File: src/rtl/quad_decoder.sv
// quad_decoder: quadrature encoder front end producing one-cycle count strobes
// (enable with up/down) for a downstream up/down counter, plus a sticky error
// flag for illegal two-bit phase jumps.
// Both phase channels pass through a SYNC_STAGES-deep synchronizer. When the
// macro QUAD_FILTER_EN is defined, a FILTER_LEN-cycle stability filter sits
// between the synchronizer and the FSM. Without the macro the synchronized
// value drives the FSM directly and FILTER_LEN has no effect on behaviour.
module quad_decoder #(
  parameter int SYNC_STAGES = 2,   // legal range 2..4
  parameter int FILTER_LEN  = 3    // legal range 1..15
) (
  input  logic clock,
  input  logic reset_n,
  input  logic enable_in,
  input  logic phase_a,
  input  logic phase_b,
  input  logic clear_err,
  output logic enable,
  output logic up,
  output logic down,
  output logic dir,
  output logic error_flag
);

  // State encoding: bit 2 marks INIT, bits 1:0 hold the accepted AB value.
  localparam logic [2:0] ST_INIT = 3'b100;
  localparam logic [2:0] ST_S00  = 3'b000;
  localparam logic [2:0] ST_S01  = 3'b001;
  localparam logic [2:0] ST_S11  = 3'b011;
  localparam logic [2:0] ST_S10  = 3'b010;

`ifdef QUAD_FILTER_EN
  localparam int INIT_LEN = SYNC_STAGES + FILTER_LEN;
`else
  localparam int INIT_LEN = SYNC_STAGES;
`endif
  // The INIT counter is sized for the filtered build so one width fits both.
  localparam int                INIT_W    = $clog2(SYNC_STAGES + FILTER_LEN + 2);
  localparam logic [INIT_W-1:0] INIT_LAST = INIT_W'(INIT_LEN);

  logic [SYNC_STAGES-1:0] sync_a;
  logic [SYNC_STAGES-1:0] sync_b;
  logic [1:0]             sync_ab;
  logic [1:0]             filt_ab;
  logic [2:0]             state;
  logic [INIT_W-1:0]      init_cnt;
  logic [1:0]             step_delta;

  // Position of an AB value along the forward (up) sequence 00,10,11,01.
  function automatic logic [1:0] gray_pos(input logic [1:0] ab);
    logic [1:0] pos;
    pos = 2'd0;
    case (ab)
      2'b00:   pos = 2'd0;
      2'b10:   pos = 2'd1;
      2'b11:   pos = 2'd2;
      default: pos = 2'd3;
    endcase
    return pos;
  endfunction

  // Synchronizer chains bringing the asynchronous channels into the clock domain.
  // NOTE: sequential state is written with non-blocking assignments only, and
  // the reset branch is evaluated inside the clocked block (synchronous reset).
  always_ff @(posedge clock) begin
    if (!reset_n) begin
      sync_a <= '0;
      sync_b <= '0;
    end else begin
      sync_a <= {sync_a[SYNC_STAGES-2:0], phase_a};
      sync_b <= {sync_b[SYNC_STAGES-2:0], phase_b};
    end
  end

  assign sync_ab = {sync_a[SYNC_STAGES-1], sync_b[SYNC_STAGES-1]};

`ifdef QUAD_FILTER_EN
  localparam logic [3:0] FILT_LAST = 4'(FILTER_LEN - 1);

  logic [1:0] cand_ab;
  logic [3:0] filt_cnt;

  // Accept a new AB value only after it has been seen unchanged for FILTER_LEN edges.
  always_ff @(posedge clock) begin
    if (!reset_n) begin
      filt_ab  <= 2'b00;
      cand_ab  <= 2'b00;
      filt_cnt <= 4'd0;
    end else if (sync_ab == filt_ab) begin
      filt_cnt <= 4'd0;
    end else if (filt_cnt != 4'd0 && sync_ab == cand_ab) begin
      if (filt_cnt == FILT_LAST) begin
        filt_ab  <= cand_ab;
        filt_cnt <= 4'd0;
      end else begin
        filt_cnt <= filt_cnt + 4'd1;
      end
    end else begin
      // First edge of a new candidate (or the candidate changed): restart.
      cand_ab <= sync_ab;
      if (FILTER_LEN == 1) begin
        filt_ab  <= sync_ab;
        filt_cnt <= 4'd0;
      end else begin
        filt_cnt <= 4'd1;
      end
    end
  end
`else
  assign filt_ab = sync_ab;
`endif

  assign step_delta = gray_pos(filt_ab) - gray_pos(state[1:0]);

  // Decoder FSM: tracks the accepted AB value, issues strobes and flags illegal jumps.
  always_ff @(posedge clock) begin
    if (!reset_n) begin
      state      <= ST_INIT;
      init_cnt   <= '0;
      enable     <= 1'b0;
      up         <= 1'b0;
      down       <= 1'b0;
      dir        <= 1'b1;
      error_flag <= 1'b0;
    end else begin
      // NOTE: strobe outputs default low every cycle so each pulse lasts one
      // cycle; clear_err is applied before the illegal-step set so the set wins.
      enable <= 1'b0;
      up     <= 1'b0;
      down   <= 1'b0;
      if (clear_err) begin
        error_flag <= 1'b0;
      end
      if (state == ST_INIT) begin
        if (init_cnt == INIT_LAST) begin
          state <= {1'b0, filt_ab};
        end else begin
          init_cnt <= init_cnt + 1'b1;
        end
      end else if (filt_ab != state[1:0]) begin
        state <= {1'b0, filt_ab};
        case (step_delta)
          2'd1: begin
            dir <= 1'b1;
            if (enable_in) begin
              enable <= 1'b1;
              up     <= 1'b1;
            end
          end
          2'd3: begin
            dir <= 1'b0;
            if (enable_in) begin
              enable <= 1'b1;
              down   <= 1'b1;
            end
          end
          2'd2: begin
            error_flag <= 1'b1;
          end
          default: begin
          end
        endcase
      end
    end
  end

  // State constants for the accepted-value states, kept for readability of
  // waveform/debug views; the FSM stores them as {1'b0, AB}.
  logic unused_states;
  assign unused_states = ^{ST_S00, ST_S01, ST_S11, ST_S10};

endmodule

File: config.mk
export PLATFORM = sky130hd
export DESIGN_NAME = quad_decoder
export DESIGN_NICKNAME = d
export VERILOG_FILES = /design/src/rtl/quad_decoder.sv
export SDC_FILE = /design/constraint.sdc
export NUM_CORES = 1
export LEC_CHECK = 0
export ABC_CLOCK_PERIOD_IN_PS = 4500
export CAP_MARGIN = 10
export CELL_PAD_IN_SITES_DETAIL_PLACEMENT = 1
export CELL_PAD_IN_SITES_GLOBAL_PLACEMENT = 2
export CORE_MARGIN = 8
export CORE_UTILIZATION = 33
export DETAILED_ROUTE_END_ITERATION = 12
export PLACE_DENSITY_LB_ADDON = 0.1
export REMOVE_ABC_BUFFERS = 1
export SYNTH_ARGS = -nofsm -noshare
export SYNTH_HDL_FRONTEND = slang
export SYNTH_SLANG_ARGS = --single-unit
File: constraint.sdc
create_clock -name clock -period 4.5 [get_ports clock]
set_input_delay 0.9 -clock clock [delete_from_list [all_inputs] [get_ports clock]]
set_output_delay 0.9 -clock clock [all_outputs]
set_load 0.02 [all_outputs]
* Yosys cells after proc, flatten, opt, wreduce, memory -nomap -nowiden
Cells that the tools add are included.
Word-level totals: output and inout bits 5, bits in registers 15, logic and storage cells 51
Operators by class: mux-type cells 11, equality and inequality tests 11, bitwise operators 7, add/subtract/negate cells 2, reductions and logical operators 11
Operators by type and width (count):
- $eq A2 B2 Y1 const B | 6
- $pmux W2 S3 | 2
- $reduce_or A4 Y1 | 3
- $mux W3 | 3
- $not A1 Y1 | 7
- $mux W1 | 5
- $logic_not A2 Y1 | 2
- $reduce_and A2 Y1 | 2
- $reduce_bool A2 Y1 | 2
- $add A3 B1 Y3 const B | 1
- $eq A3 B2 Y1 const B | 1
- $eq A3 B3 Y1 const B | 1
- $reduce_and A3 Y1 | 1
- $eq A2 B1 Y1 const B | 1
- $ne A2 B1 Y1 const B | 1
- $ne A2 B2 Y1 | 1
- $pmux W1 S2 | 1
- $reduce_or A2 Y1 | 1
- $sub A2 B2 Y2 | 1

* Logic depth before layout (Yosys ltp)
word-level depth 7, mapped depth 7, gate-level depth less buffers 7

* Worst setup path after synthesis
OpenSTA, ideal clock, no wires.
kind reg2reg, start register state[0], end register dir, path slack 3.015 ns, cell stages (with the launch flop) 7, library setup time 0.125 ns, required time 4.375 ns, clock period less this slack 1.485 ns, data arrival time 1.360 ns, cells stage by stage dfxtp_1 > inv_1 > ha_1 > xnor2_1 > o211a_1 > mux2i_1 > nand2_1
Between the ends: longest elaborated chain between the ends 6
RTL lines:
- from (decl) | RTL line 45 | logic [2:0] state;
- from (signal assigned) | RTL line 136 | state <= {1'b0, filt_ab};
- from (signal assigned) | RTL line 141 | state <= {1'b0, filt_ab};
- $eq A2 B2 Y1 or $logic_not A2 Y1 (tied branches) | RTL line 53 | case (ab)
- $pmux W2 S3 | RTL line 53
- $sub A2 B2 Y2 | RTL line 113 | assign step_delta = gray_pos(filt_ab) - gray_pos(state[1:0]);
- $eq A2 B2 Y1 or $eq A2 B1 Y1 (tied branches) | RTL line 142 | case (step_delta)
- $reduce_bool A2 Y1 (no source line)
- $reduce_and A3 Y1 (no source line)
- to (signal assigned) | RTL line 123 | dir <= 1'b1;
- to (signal assigned) | RTL line 144 | dir <= 1'b1;
- to (signal assigned) | RTL line 151 | dir <= 1'b0;
- to (decl) | RTL line 21 | output logic dir,
Several ways; a longest one is shown, not always the timed one. A chain may end at the register's enable or synchronous reset.

* Worst setup path after layout
start register error_flag, end output port error_flag
RTL lines:
- from (decl) | RTL line 22 | output logic error_flag
- from (signal assigned) | RTL line 124 | error_flag <= 1'b0;
- from (signal assigned) | RTL line 132 | error_flag <= 1'b0;
- from (signal assigned) | RTL line 158 | error_flag <= 1'b1;
No word-level cell between the ends.

==> summary.txt <==
Run status
  • Status: finished clean

Pwr
  • Static leakage: 0.3788 nW
  • Final total power: 335.7 uW
  • PD cells: 396.9 nW/um^2
  • Max IR drop VDD: 0.0002841 V

Timing
  • Post-route setup slack: 2397 ps
  • Final period utilization: 0.4673
  • Unrepaired setup endpoints after global routing: no
  • Max-slew headroom: 0.7452
  • Slew at the pin closest to its max-slew limit: 381.0 ps
  • Final setup viols: 0
  • Fmax: 0.4756 GHz
  • Fin. Hold Viols: 0
  • Clk_skew: 0.7927 ps
  • Fin Setup TNS: 0 ps
  • Fin. max-slew vios: 0
  • Minimum clock period: 2103 ps

Setup path
  • Buf/Inv on CP: 1
  • Kind of critical path: flip-flop to output port
  • Crit-path cells: clkdlybuf4s50_1
  • Slowest stage cell, crit path: clkdlybuf4s50_1
  • Reg-to-Reg Start: state[0]$_SDFFE_PN0P_
  • Crit path max-delay family: buffers and inverters
  • Data required time at the worst endpoint: 3600 ps
  • CP arrival: 1200 ps
  • CP max stage delay: 600 ps
  • Crit end category: output port
  • Worst Setup Start Kind: flip-flop
  • CP Max Fanout: 2
  • CP startpoint: error_flag$_SDFF_PN0_

Cells and area
  • Final nets: 97
  • Seq. cell area: 300.3 sq um
  • Number of diodes: 0
  • Layout area overhead: 22.69%
  • Filler cells: 246
  • Layout cell share with drive strength beyond 1: 0.09639
  • Finished Cell Area: 845.8 sq um
  • Count of non-filler cells in the finished layout: 110
  • Area of the multi-input gates: 362.8 sq um

Detailed routing
  • DRC violations left: 0
  • Number of routed nets with antenna violations: 0
  • Routed vias/inst: 4.355
  • WL/cell: 10.27 um
  • Initial drt markers: 2
  • Via count: 479
  • Drt total wl: 1130 um
  • Drt first pass iters: 2

Hold path
  • Hold Crit Class: flip-flop to flip-flop
  • Min-Delay Startpoint: sync_b[0]$_SDFF_PN0_

Floorplan
  • Die H: 61.71 um
  • Full die area: 3808 sq um
  • Site Rows: 16
  • Core region area: 1962 sq um
  • Initial Utilization: 0.3514
  • Die X: 61.71 um
  • I/O pins: 11

Place
  • Detailed placement HPWL: 930.9 um
  • Cells after DPL: 106
  • PortBufs: 10
  • Post-Place Worst Slack: 2505 ps
  • Routability Congestion: 0.6802
  • Post-place instance area: 819.5 sq um

Synthesis
  • Asr flop ratio synth: 0
  • Sequential fraction of the synthesis area: 0.4356
  • Synth area leaders: dfxtp_1 44%, ha_1 13%, and2_1 6.4%
  • Top_reg_cell synth: dfxtp_1
  • Syn Inst Count: 70
  • Top cell type's share of synthesized area: 0.4356
  • Synth warn: 0
  • Netlist Area Pre-Place: 689.4 sq um
  • Post-synth EDFFs: 0
  • Syn_area_per_cell: 9.849 sq um
  • Synth area leader: dfxtp_1
  • Yosys reg bits: 15
  • Yosys cell types: 24

Job
  • Max cap viols: 0

Clock network
  • CTS tree: yes
  • Inserted Clock Buffers: 3
  • Reg clk slew, reported paths: 80 ps
  • Max clock buf depth: 2
  • Resized Gates After CTS: 0
  • Worst skew pair latency: 270 ps
  • CTS root buffer: clkbuf_4
  • H-tree Lvls: 1
  • Clock sinks: 15
  • Postcts setup bufs: 0
  • Hold Buf Count CTS: 0

GRT
  • Global Route Usage Sum: 0.07537
  • First-pass GRT wire length: 2159 um
  • Gr ovfl total: 0
  • Number of global-route vias before repair: 528
  • Initial antenna violation count: 0
  • Largest net degree at the start of global routing: 14
## state kept, by name, summed over array words and instances (netlist names)
signal,count
enable,1
sync_b,2
down,1
state,3
sync_a,2
error_flag,1
up,1
init_cnt,3
dir,1
## routing by layer
| layer | vias up | part of all wire | global-route usage |
|---|---|---|---|
| met5 | - | 0 | 0 |
| met4 | 0 | 0.013 | 0.03896 |
| met3 | 2 | 0.034 | 0.02058 |
| met2 | 7 | 0.45 | 0.1078 |
| met1 | 220 | 0.50 | 0.1000 |
| li1 | 250 | - | - |
## Yosys cell counts (all sizes together), types with 3 or more instances
master and n:
dfxtp 15, nand2 8, and2 7, ha 7, inv 6, nor2 4, nand3 3, o21ai 3
xnor2 3
## cell usage in the layout (no fill, tap or decap)
master,n
a21boi_0,2
a21oi_1,1
and2_1,7
clkbuf_1,1
clkbuf_4,3
clkdlybuf4s50_1,10
dfxtp_1,15
ha_1,7
inv_1,5
inv_2,1
mux2i_1,1
nand2_1,7
nand2_2,1
nand3_1,2
nand3_2,1
nor2_1,2
nor2_2,2
nor2b_1,2
nor3_1,1
o211a_1,2
o21ai_0,2
o21ai_1,1
o32ai_1,1
xnor2_1,3
xor2_1,2
xor3_1,1
## area by class of cell
cell class              instances  share of cell area
repair buffers                 10              0.1183
flip-flops and latches         15              0.3550
multi-input cells              48              0.4290
inverters                       6             0.02663
well taps                      27             0.03994
clock buffers                   4             0.03107
## report_power, final
| part | internal, mW | switching, mW | total, mW |
|---|---|---|---|
| sequential | 0.149 | 0.0119 | 0.161 |
| clock | 0.0343 | 0.0384 | 0.0727 |
| combinational | 0.0480 | 0.0538 | 0.102 |
| total | 0.232 | 0.104 | 0.336 |
## cells by family (layout without fill, tap and decap cells)
| group | after synthesis | count (layout) | share of synthesized area |
|---|---|---|---|
| and+or+nand+nor | 25 | 25 | 0.1942 |
| buffers and inverters | 7 | 20 | 0.03810 |
| DFF | 15 | 15 | 0.4356 |
| muxes | 1 | 1 | 0.01452 |
| AOI/OAI and AO/OA | 9 | 9 | 0.09254 |
| xor gates and xnor gates | 6 | 6 | 0.09801 |
| adders and majority gates | 7 | 7 | 0.1270 |
## worst paths after layout
kind | endpoint | slack [ps] | depth (start not counted)
hold reg to reg | sync_b[1]$_SDFF_PN0_ | 440 | 1
hold / removal | sync_b[1]$_SDFF_PN0_ | 440 | 1
setup reg to reg | dir$_SDFFE_PN1P_ | 2850 | 6
setup / recovery | error_flag | 2400 | 1
## per-stage QoR
step | hold slack, ps | util
after floorplan | 411.8 | -
after global placement | 414.8 | 0.4177
after detailed placement | 421.5 | 0.4177
after CTS | 442.8 | 0.4311
after global routing | 452.2 | 0.4311
final | 438.5 | 0.4311
Power figures use the tool's default switching activity.
